===== src/rtl/spi_pkg.sv =====
// spi_pkg: shared definitions for the SPI write-frame initiator.
//   Frame layout (16 bits, MSB first): [15] R/W, [14:8] address, [7:0] data.
//   Also carries the FSM state type and the PWM peripheral register map.
package spi_pkg;

    localparam int unsigned FRAME_BITS = 16;
    localparam int unsigned RW_BIT     = 15;
    localparam int unsigned ADDR_MSB   = 14;
    localparam int unsigned ADDR_LSB   = 8;
    localparam int unsigned DATA_MSB   = 7;

    localparam logic SPI_WRITE = 1'b1;

    // PWM peripheral register addresses
    localparam logic [6:0] EN_REG_OUT_7_0  = 7'h00;
    localparam logic [6:0] EN_REG_OUT_15_8 = 7'h01;
    localparam logic [6:0] EN_REG_PWM_7_0  = 7'h02;
    localparam logic [6:0] EN_REG_PWM_15_8 = 7'h03;
    localparam logic [6:0] PWM_DUTY_CYCLE  = 7'h04;

    typedef enum logic [2:0] {
        IDLE,
        SETUP,
        HIGH,
        LOW,
        HOLD,
        GAP
    } spi_state_t;

    function automatic logic [FRAME_BITS-1:0] make_frame(
        input logic       write,
        input logic [6:0] addr,
        input logic [7:0] data
    );
        return {write, addr, data};
    endfunction

endpackage


===== src/rtl/spi_controller.sv =====
// spi_controller: SPI mode-0 initiator emitting one 16-bit write frame per
// accepted command.
//   clk        system clock (rising edge)
//   rst        synchronous active-high reset
//   cmd_valid  command present          cmd_ready  high only in IDLE
//   cmd_write  frame bit 15             cmd_addr   frame bits 14:8
//   cmd_data   frame bits 7:0
//   busy       accept .. return to IDLE done       one-cycle pulse at nCS rise
//   sclk       SPI clock, idles low     copi       serial data out
//   ncs        chip select, active-low
// All outputs are registered. Every phase lasts CLK_DIV system clocks.
module spi_controller
    import spi_pkg::*;
#(
    parameter int unsigned CLK_DIV = 4
) (
    input  logic       clk,
    input  logic       rst,
    input  logic       cmd_valid,
    output logic       cmd_ready,
    input  logic       cmd_write,
    input  logic [6:0] cmd_addr,
    input  logic [7:0] cmd_data,
    output logic       busy,
    output logic       done,
    output logic       sclk,
    output logic       copi,
    output logic       ncs
);

    localparam int unsigned        CNT_W    = $clog2(CLK_DIV);
    localparam logic [CNT_W-1:0]   CNT_LAST = CNT_W'(CLK_DIV - 1);
    localparam logic [3:0]         LAST_BIT = 4'(FRAME_BITS - 1);

    spi_state_t            state_q;
    logic [CNT_W-1:0]      cnt_q;
    logic [3:0]            bitcnt_q;
    logic [FRAME_BITS-1:0] shift_q;
    logic                  cmd_ready_q;
    logic                  busy_q;
    logic                  done_q;
    logic                  sclk_q;
    logic                  copi_q;
    logic                  ncs_q;

    logic phase_end;
    logic accept;

    assign phase_end = (cnt_q == CNT_LAST);
    assign accept    = cmd_valid && cmd_ready_q;

    assign cmd_ready = cmd_ready_q;
    assign busy      = busy_q;
    assign done      = done_q;
    assign sclk      = sclk_q;
    assign copi      = copi_q;
    assign ncs       = ncs_q;

    always_ff @(posedge clk) begin
        if (rst) begin
            state_q     <= IDLE;
            cnt_q       <= '0;
            bitcnt_q    <= '0;
            shift_q     <= '0;
            cmd_ready_q <= 1'b1;
            busy_q      <= 1'b0;
            done_q      <= 1'b0;
            sclk_q      <= 1'b0;
            copi_q      <= 1'b0;
            ncs_q       <= 1'b1;
        end else begin
            done_q <= 1'b0;

            // The divider is held at zero in IDLE so SETUP starts a full phase.
            if (state_q == IDLE || phase_end) begin
                cnt_q <= '0;
            end else begin
                cnt_q <= cnt_q + CNT_W'(1);
            end

            case (state_q)
                IDLE: begin
                    if (accept) begin
                        shift_q     <= make_frame(cmd_write, cmd_addr, cmd_data);
                        ncs_q       <= 1'b0;
                        copi_q      <= cmd_write;
                        bitcnt_q    <= '0;
                        busy_q      <= 1'b1;
                        cmd_ready_q <= 1'b0;
                        state_q     <= SETUP;
                    end
                end
                SETUP: begin
                    if (phase_end) begin
                        sclk_q  <= 1'b1;
                        state_q <= HIGH;
                    end
                end
                HIGH: begin
                    if (phase_end) begin
                        sclk_q <= 1'b0;
                        if (bitcnt_q == LAST_BIT) begin
                            state_q <= HOLD;
                        end else begin
                            // Next bit is presented on the falling edge just issued.
                            shift_q  <= {shift_q[FRAME_BITS-2:0], 1'b0};
                            copi_q   <= shift_q[FRAME_BITS-2];
                            bitcnt_q <= bitcnt_q + 4'd1;
                            state_q  <= LOW;
                        end
                    end
                end
                LOW: begin
                    if (phase_end) begin
                        sclk_q  <= 1'b1;
                        state_q <= HIGH;
                    end
                end
                HOLD: begin
                    if (phase_end) begin
                        ncs_q   <= 1'b1;
                        copi_q  <= 1'b0;
                        done_q  <= 1'b1;
                        state_q <= GAP;
                    end
                end
                GAP: begin
                    if (phase_end) begin
                        busy_q      <= 1'b0;
                        cmd_ready_q <= 1'b1;
                        state_q     <= IDLE;
                    end
                end
                default: begin
                    state_q <= IDLE;
                end
            endcase
        end
    end

endmodule


===== config.mk =====
export PLATFORM = sky130hd
export DESIGN_NAME = spi_controller
export DESIGN_NICKNAME = d
export VERILOG_FILES = /design/src/rtl/spi_pkg.sv /design/src/rtl/spi_controller.sv
export SDC_FILE = /design/constraint.sdc
export NUM_CORES = 1
export LEC_CHECK = 0
export CAP_MARGIN = 10
export CELL_PAD_IN_SITES_DETAIL_PLACEMENT = 1
export CELL_PAD_IN_SITES_GLOBAL_PLACEMENT = 2
export CORE_MARGIN = 3
export CORE_UTILIZATION = 30
export CTS_BUF_LIST = sky130_fd_sc_hd__clkbuf_8
export CTS_CLUSTER_SIZE = 12
export DETAILED_ROUTE_END_ITERATION = 8
export MAX_ROUTING_LAYER = met4
export PLACE_DENSITY_LB_ADDON = 0.1
export SLEW_MARGIN = 20
export SYNTH_ARGS = -nofsm -noshare
export SYNTH_HDL_FRONTEND = slang
export SYNTH_SLANG_ARGS = --single-unit

===== constraint.sdc =====
create_clock -name clk -period 1.6 [get_ports clk]
set_input_delay 0.24 -clock clk [delete_from_list [all_inputs] [get_ports clk]]
set_output_delay 0.24 -clock clk [all_outputs]
set_load 0.1 [all_outputs]

### Word level (Yosys, flattened, before mapping)

Index checks and enable logic that the tools add are counted.

* flip-flop bits (word level): 30
* input bits: 19
* output and inout port bits: 6

* add/subtract/negate cells: 2
* equal/unequal tests: 13
* mux-type cells: 28
* bitwise gates (word level): 1
* reductions and logical operators: 17

Operators with widths (number)
* $mux 15: 3
* $pmux 15 s2: 1
* $mux 3: 6
* $pmux 3 s5: 1
* $mux 4: 3
* $ne 2x2->1 const B: 5
* $reduce_and 5->1: 2
* $reduce_and 3->1: 3
* $mux 1: 8
* $pmux 1 s2: 4
* $pmux 4 s2: 1
* $reduce_bool 2->1: 4
* $eq 3x2->1 const B: 2
* $eq 3x3->1 const B: 2
* $reduce_or 2->1: 3
* $add 4x1->4 const B: 1
* $eq 4x4->1 const B: 1
* $reduce_and 4->1: 1
* $eq 3x1->1 const B: 1
* $logic_not 3->1: 1
* $pmux 1 s3: 1
* $reduce_bool 3->1: 1
* $add 2x1->2 const B: 1
* $eq 2x2->1 const B: 1
* other kinds (4): 4

### Logic depth before layout (Yosys ltp)

* word-level depth: 4
* gate-level depth with buffers: 6

### Worst setup path before layout

Ideal clock, no wire load.

* path kind: register to register
* start point: register cmd_ready_q, in the netlist cmd_ready
* end point: register shift_q[7]
* arrival: 1891 ps
* data required time: 1514 ps
* slack: -376 ps
* stages on the path, launching flop included: 6
* path buffers: 1
* period minus slack after synthesis: 1976 ps
* path through: dfxtp_1 and2_1 a32o_1 buf_2 nor2_1 a211oi_1

* longest elaborated chain between the ends: 3

RTL lines
* start: declaration: line spi_controller.sv:39 `logic cmd_ready_q;`
* start signal: assignment: line spi_controller.sv:65 `cmd_ready_q <= 1'b1;`
* start signal: assignment: line spi_controller.sv:89 `cmd_ready_q <= 1'b0;`
* start signal: assignment: line spi_controller.sv:130 `cmd_ready_q <= 1'b1;`
* $logic_and 1x1->1: line spi_controller.sv:50 `assign accept = cmd_valid && cmd_ready_q;`
* $ne 2x2->1 (no line)
* $reduce_and 4->1 (no line)
* end signal: assignment: line spi_controller.sv:84 `shift_q <= make_frame(cmd_write, cmd_addr, cmd_data);`
* end signal: assignment: line spi_controller.sv:106 `shift_q <= {shift_q[FRAME_BITS-2:0], 1'b0};`
* end: declaration: line spi_controller.sv:38 `logic [FRAME_BITS-1:0] shift_q;`

No other way between the ends.
A chain may end at the register's enable or synchronous reset.

### Worst setup path in the final report

* start point: register cnt_q[0]
* end point: register bitcnt_q[3]

* longest elaborated chain between the ends: 3

RTL lines
* start: declaration: line spi_controller.sv:36 `logic [CNT_W-1:0] cnt_q;`
* start signal: assignment: line spi_controller.sv:78 `cnt_q <= cnt_q + CNT_W'(1);`
* $eq 2x2->1: line spi_controller.sv:49 `assign phase_end = (cnt_q == CNT_LAST);`
* named net phase_end: line spi_controller.sv:46 `logic phase_end;`
* $ne 2x2->1 (no line)
* $reduce_and 4->1 (no line)
* end signal: assignment: line spi_controller.sv:108 `bitcnt_q <= bitcnt_q + 4'd1;`
* end: declaration: line spi_controller.sv:37 `logic [3:0] bitcnt_q;`

The timed path passes the listed nets, and every way through them passes these cells.

==> results.toml <==
[floorplan]
initial_core_util_pct = 31.5
die-area_mm2 = 0.00553
pin_count = 25
chipHeight_um = 74.3
core_mm2 = 0.00444
die_w_um = 74.3
row_count = 24

[global_routing]
grt_overflow = 0
grt_pass1_vias = 1336
grt_usage_pct = 15.6
grt_pass1_wl_mm = 6.29
grt_max_degree = 17
antenna_found_initial = 0

[synthesis]
syn_area_mm2 = 0.00140
synthArstFlopShare_pct = 0
synth_area_leaders = "dfxtp_1, mux2i_1, a211oi_1, nor2_1, a21oi_1"
synthDominantCellAreaShare_pct = 42.9
syn-instance-count = 151
synth_ff_type = "dfxtp_1"
synthTopCellsByCount = "dfxtp_1, nor2_1, mux2i_1, a211oi_1, nand2_1"
synthDistinctLibCells = 35
synth-seq-cells = 30
syn_area_per_cell_um2 = 9.28
synth_seq_area_share_pct = 42.9
syn_nets = 172
synth_top_area_cell = "dfxtp_1"
synth_edf_count = 0
yosysMostFrequentCell = "dfxtp_1"
ys_warn_count = 0

[clock_tree]
cts_root_buf = "clkbuf_8"
clockBufferDepth = 2
cts_tree = "yes"
numCtsBuffers = 5
htree_levels = 2
clk_latency_ps = 280
clock-sinks = 30
clkTransAtPathRegs_ps = 60

[final_layout]
fillers = 505
seqCellArea_um2 = 611
antenna_cells = 0
drive_above_1_share_pct = 29.5
multi_input_area_um2 = 795
area_growth_pct = 47.9
nets = 214

[timing]
setup_viol = 0
slew_viol_final = 0
hold_violations = 0
whs_ps = 446
setup_slack_ps = 0.148
finalCritPeriodShare_pct = 100
period_minus_slack_ps = 1600
maxSlewHeadroom_pct = 80.3
worst_slew_pin_slew_ps = 294
finClkSkew_ps = 9.13
clock.fmax_mhz = 625
fin_setup_tns_ps = 0
rsz0062_at_grt = "true"

[power_and_ir_drop]
p_leak_nw = 0.750
vdd_ir_drop_max_mv = 0.381
power_density_mw_per_mm2 = 877
p_total_mw = 1.82

[critical_path]
critPathLaunchType = "register"
required_ps = 1790
rr_worst_depth = 6
criticalPathCategory = "register to register"
end_kind = "register"
rrSetupSlack_ps = 0.1
cp.arrival_ps = 1790
r2r-start = "cnt_q[0]"
worstReg2RegEnd = "bitcnt_q[3]"
cp_max_fo = 15

[drt]
antenna_left = 0
drt_iter0_drc = 47
routed_via_density = 5.24
drc = 0
firstDrtPassIters = 4
num_vias = 1284
drt_wl_total_mm = 3.86
wl_per_cell_um = 15.7

[worst_hold_path]
hold_end = "cnt_q[0]"
hold_path_class = "register to register"
hold_start = "cnt_q[0]"
min_path_cells = 1

[place]
port_buffers = 24
dpl_worst_slack_ps = -211
gp_congestion = 0.754
dp_hpwl_mm = 2.70

[run_status]
status = "complete, no violations"

[run]
drv_cap = 0
[cell families (layout without fill, tap and decap cells)]
family	Yosys count	after routing	synth area share, %
AND/OR/NAND/NOR	53	53	19.1
AO/OA/AOI/OAI	38	38	20.1
flip-flops	30	30	42.9
multiplexers	16	16	11.5
buffers and inverters	12	54	4.64
adder cells (fa/ha/maj)	2	2	1.79
[flip-flops by register name (all words and copies together) (netlist names)]
name,count
state_q,3
shift_q,15
busy,1
cmd_ready,1
sclk,1
bitcnt_q,4
done,1
cnt_q,2
copi,1
ncs,1
[metrics by stage]
| step | util [%] | cells | cell area, um^2 |
|---|---|---|---|
| 4_1_cts | 46.1 | 244 | 2050 |
| 5_1_grt | 46.6 | 245 | 2070 |
| 3_5_place_dp | 42.1 | 234 | 1870 |
| 2_1_floorplan | - | 151 | 1410 |
| 3_3_place_gp | 42.1 | 234 | 1870 |
| 6_report | 46.6 | 245 | 2070 |
[worst max-delay path, stage by stage (launching register included)]
cell	delay [ps]
dfxtp_2	340
ha_4	170
and4bb_2	230
a32o_2	250
buf_4	160
buf_16	150
a311oi_2	220
[cells in the final DEF, fill, tap and decap left out, types with 2 or more instances in the layout]
cell type / count
dfxtp_2: 5
clkbuf_8: 5
buf_12: 9
a211oi_1: 10
nor2b_1: 2
o21bai_1: 2
and3_1: 2
a32oi_1: 2
nand3_1: 4
dfxtp_1: 24
nand3b_1: 3
clkdlybuf4s50_1: 18
nor2_1: 17
a211oi_2: 5
and2_1: 2
nand2_1: 11
inv_1: 2
nor2_2: 5
a21oi_1: 9
a31oi_1: 2
ha_4: 2
mux2i_1: 15
buf_4: 18
[repair_timing]
item | CTS | global route
hold endpoints to repair | 0 | 0
gates cloned | 1 | 0
endpoints found under the setup margin | 14 | 17
resized for setup | 12 | 9
buffers inserted | 2 | 1
pin swaps | 2 | 1
hold buffers | 0 | 0
[per-layer routing]
| metal | vias to the layer above | GRT usage (%) | part of all wire, % |
|---|---|---|---|
| met3 | 4 | 3.78 | 2.4 |
| met4 | 0 | 6.52 | 1.1 |
| li1 | 635 | - | - |
| met5 | - | - | 0 |
| met2 | 22 | 25.9 | 49 |
| met1 | 623 | 18.1 | 47 |
[power by group]
part           leakage, nW  internal (mW)  switching, mW  total (mW)
clock network       0.0466          0.286          0.274       0.560
registers            0.249          0.802         0.0399       0.842
logic                0.454          0.201          0.215       0.417
total                0.750           1.29          0.529        1.82
[worst max-delay path by stage]
stage	from	endpoint
6_report	cnt_q[0]	bitcnt_q[3]
4_1_cts	cnt_q[0]	bitcnt_q[3]
5_1_grt	cnt_q[0]	bitcnt_q[3]
2_1_floorplan	cnt_q[0]	copi
3_3_place_gp	cmd_valid	shift_q[10]
3_5_place_dp	cmd_valid	shift_q[11]
[cell type report]
class	instances	area share [%]
repair buffers	46	25.2
clock buffers	5	3.32
inverters	1	0.181
clock inverters	2	0.362
multi-input cells	109	38.3
well taps	52	3.14
flip-flops and latches	30	29.5
(Power assumes the default switching activity.)
==> RTL edit (same settings) <==
Re-encode `spi_state_t` (6 states) as one-hot, 6 bits wide.
--- a/src/rtl/spi_pkg.sv
+++ b/src/rtl/spi_pkg.sv
@@ -19,11 +19,11 @@
     localparam logic [6:0] PWM_DUTY_CYCLE  = 7'h04;
 
-    typedef enum logic [2:0] {
-        IDLE,
-        SETUP,
-        HIGH,
-        LOW,
-        HOLD,
-        GAP
+    typedef enum logic [5:0] {
+        IDLE  = 6'b000001,
+        SETUP = 6'b000010,
+        HIGH  = 6'b000100,
+        LOW   = 6'b001000,
+        HOLD  = 6'b010000,
+        GAP   = 6'b100000
     } spi_state_t;
 
Check against the original RTL: no difference found for any inputs over 10 cycles, from zero or initial values and one cycle with rst high; not proved beyond that.
==> RTL edit against the unedited design <==
- cell count increased by 31%
- sequential cell count increased by 3
- sequential share of layout area decreased by 5.3 points
- wire length increased by 50%
- first-iteration DRC count increased by 150%
- power increased by 59%
- the flow now finishes with violations (negative setup slack)
- synthesized area increased by 30%
- sequential power increased by 21%
- final area increased by 33%
- setup slack got worse by 0.072 ns
==> RTL edit: results (changes against the unedited design) <==
Slowest cell on the critical path: sky130_fd_sc_hd__or4_4 (was sky130_fd_sc_hd__dfxtp_2). The via count of the routed design was 1740 (was 1284); the endpoint arrival time on the critical path was 1.85 ns (was 1.79 ns). The run gives 321 (was 245) as the number of non-filler instances in the completed layout. The post-DP HPWL was 3950 µm (was 2700 µm). The pin count of the biggest net entering global routing is 24 (was 17).

The global routing usage summed across all routing layers was 0.174 (was 0.156). The flow ran to the end, but the final reports show violations. Leading registers by flop count: shift_q: 15 flops, state_q: 6 flops, bitcnt_q: 4 flops (was shift_q: 15 flops, bitcnt_q: 4 flops, state_q: 3 flops). The critical path's largest stage delay came out at 0.56 ns (was 0.34 ns). The length in cells of the worst reg-to-reg path works out to 5 (was 6).

The met1 capacity usage during global routing was 0.221 (was 0.181); the count of fill cells added during filler insertion was 648 (was 505). The leakage dissipation was 0.000979 µW (was 0.000750 µW). Startpoint of the worst register-to-register path: state_q[3]$_SDFFE_PP0P_ (was cnt_q[0]$_SDFF_PP0_). The sequential fraction of the synthesis area was 0.361 (was 0.429). Fraction of final layout cells with drive strength greater than 1: 0.402 (was 0.295). For the total of endpoints with negative setup slack in the final report, the log shows 15 (was 0). The final reports fail on negative setup slack. The run gives 309 (was 234) as the number of placed cells counting well taps. Endpoint of the worst register-to-register path: shift_q[1]$_SDFFE_PP0P_ (was bitcnt_q[3]$_SDFFE_PP0P_).

The logs give 116 (was 47) for the number of DRC markers after the initial detailed-route iteration and 49 (was 35) for the number of distinct library cells after synthesis. For the largest vdd supply drop, the log shows 0.533 mV (was 0.381 mV). The global-route wire length before repair was 9470 µm (was 6290 µm); the worst-case setup margin in the final layout was -0.0721 ns (was 0.000148 ns). The worst slew margin relative to its limit was 0.746 (was 0.803); the clock transition at the registers of the reported paths was 0.08 ns (was 0.06 ns). The met2 track utilization from global routing is 0.265 (was 0.259). The final weighted congestion in routability-driven placement was 0.823 (was 0.754).

The wire length reported by the detailed router is 5800 µm (was 3860 µm). For the global-route track usage on met3, the log shows 0.0385 (was 0.0378). The post-synth net total is 218 (was 172), and the net count of the finished layout is 269 (was 214).
[RTL edit: cell types whose count changed after synthesis, sizes merged, moves of 4 or more]
cell	delta
o21ai	+5
a211oi	+4
nand2	-5
nor2	-14
a21oi	+16
clkbuf	+4
inv	+4
[RTL edit: how the worst max path moves through the flow]
| stage | start | to | slack, ns | cells past startpoint |
|---|---|---|---|---|
| after floorplan | state_q[1]$_SDFFE_PP0P_ | shift_q[10]$_SDFFE_PP0P_ | -0.14 | 7 |
| after global placement | cmd_valid | copi$_SDFFE_PP0P_ | -0.11 | 5 |
| after detailed placement | cmd_valid | copi$_SDFFE_PP0P_ | -0.15 | 5 |
| after CTS | state_q[5]$_SDFFE_PP0P_ | shift_q[1]$_SDFFE_PP0P_ | -0.06 | 5 |
| after global routing | state_q[5]$_SDFFE_PP0P_ | shift_q[7]$_SDFFE_PP0P_ | -0.11 | 5 |
| final | state_q[3]$_SDFFE_PP0P_ | shift_q[1]$_SDFFE_PP0P_ | -0.07 | 5 |
[RTL edit: power by group]
part           internal (µW)  switching [µW]
sequential               925            97.6
clock                    502             344
combinational            488             537
total                   1910             978
[RTL edit: kinds of logic (layout without fill, tap and decap cells)]
family / after synthesis / after routing / share of synthesized area
compound gates: 67 / 67 / 0.270
fa+ha+maj: 2 / 2 / 0.0137
xor+xnor: 3 / 3 / 0.0144
simple gates: 54 / 54 / 0.185
flops: 33 / 33 / 0.361
buf+inv: 23 / 75 / 0.0732
mux: 15 / 15 / 0.0821
[RTL edit: stage by stage]
| stage | setup TNS, ns | instance area, µm² | hold slack, ns | util |
|---|---|---|---|---|
| 6_report | -0.492 | 2770 | 0.492 | 0.485 |
| 5_1_grt | -1.59 | 2770 | 0.516 | 0.485 |
| 4_1_cts | -0.453 | 2610 | 0.493 | 0.457 |
| 3_5_place_dp | -1.96 | 2440 | 0.424 | 0.427 |
| 3_3_place_gp | -1.22 | 2440 | 0.410 | 0.427 |
| 2_1_floorplan | -1.80 | 1840 | 0.394 | - |
[RTL edit: cell type report]
cell class	instances	area share
inverters	5	0.00678
well taps	72	0.0326
flip-flops and latches	33	0.242
repair buffers	62	0.249
clock buffers	6	0.0299
clock inverters	2	0.0122
multi-input cells	141	0.428
[RTL edit: what timing repair did]
item | in CTS | in global routing
setup buffers | 2 | 1
pin swaps | 3 | 4
gates cloned | 0 | 1
setup endpoints to repair | 19 | 25
resized for setup | 9 | 29
[RTL edit: per-layer routing]
metal / vias up / part of all wire
met5: - / 0
li1: 852 / -
met3: 10 / 0.030
met4: 0 / 0.021
met1: 847 / 0.47
met2: 31 / 0.48
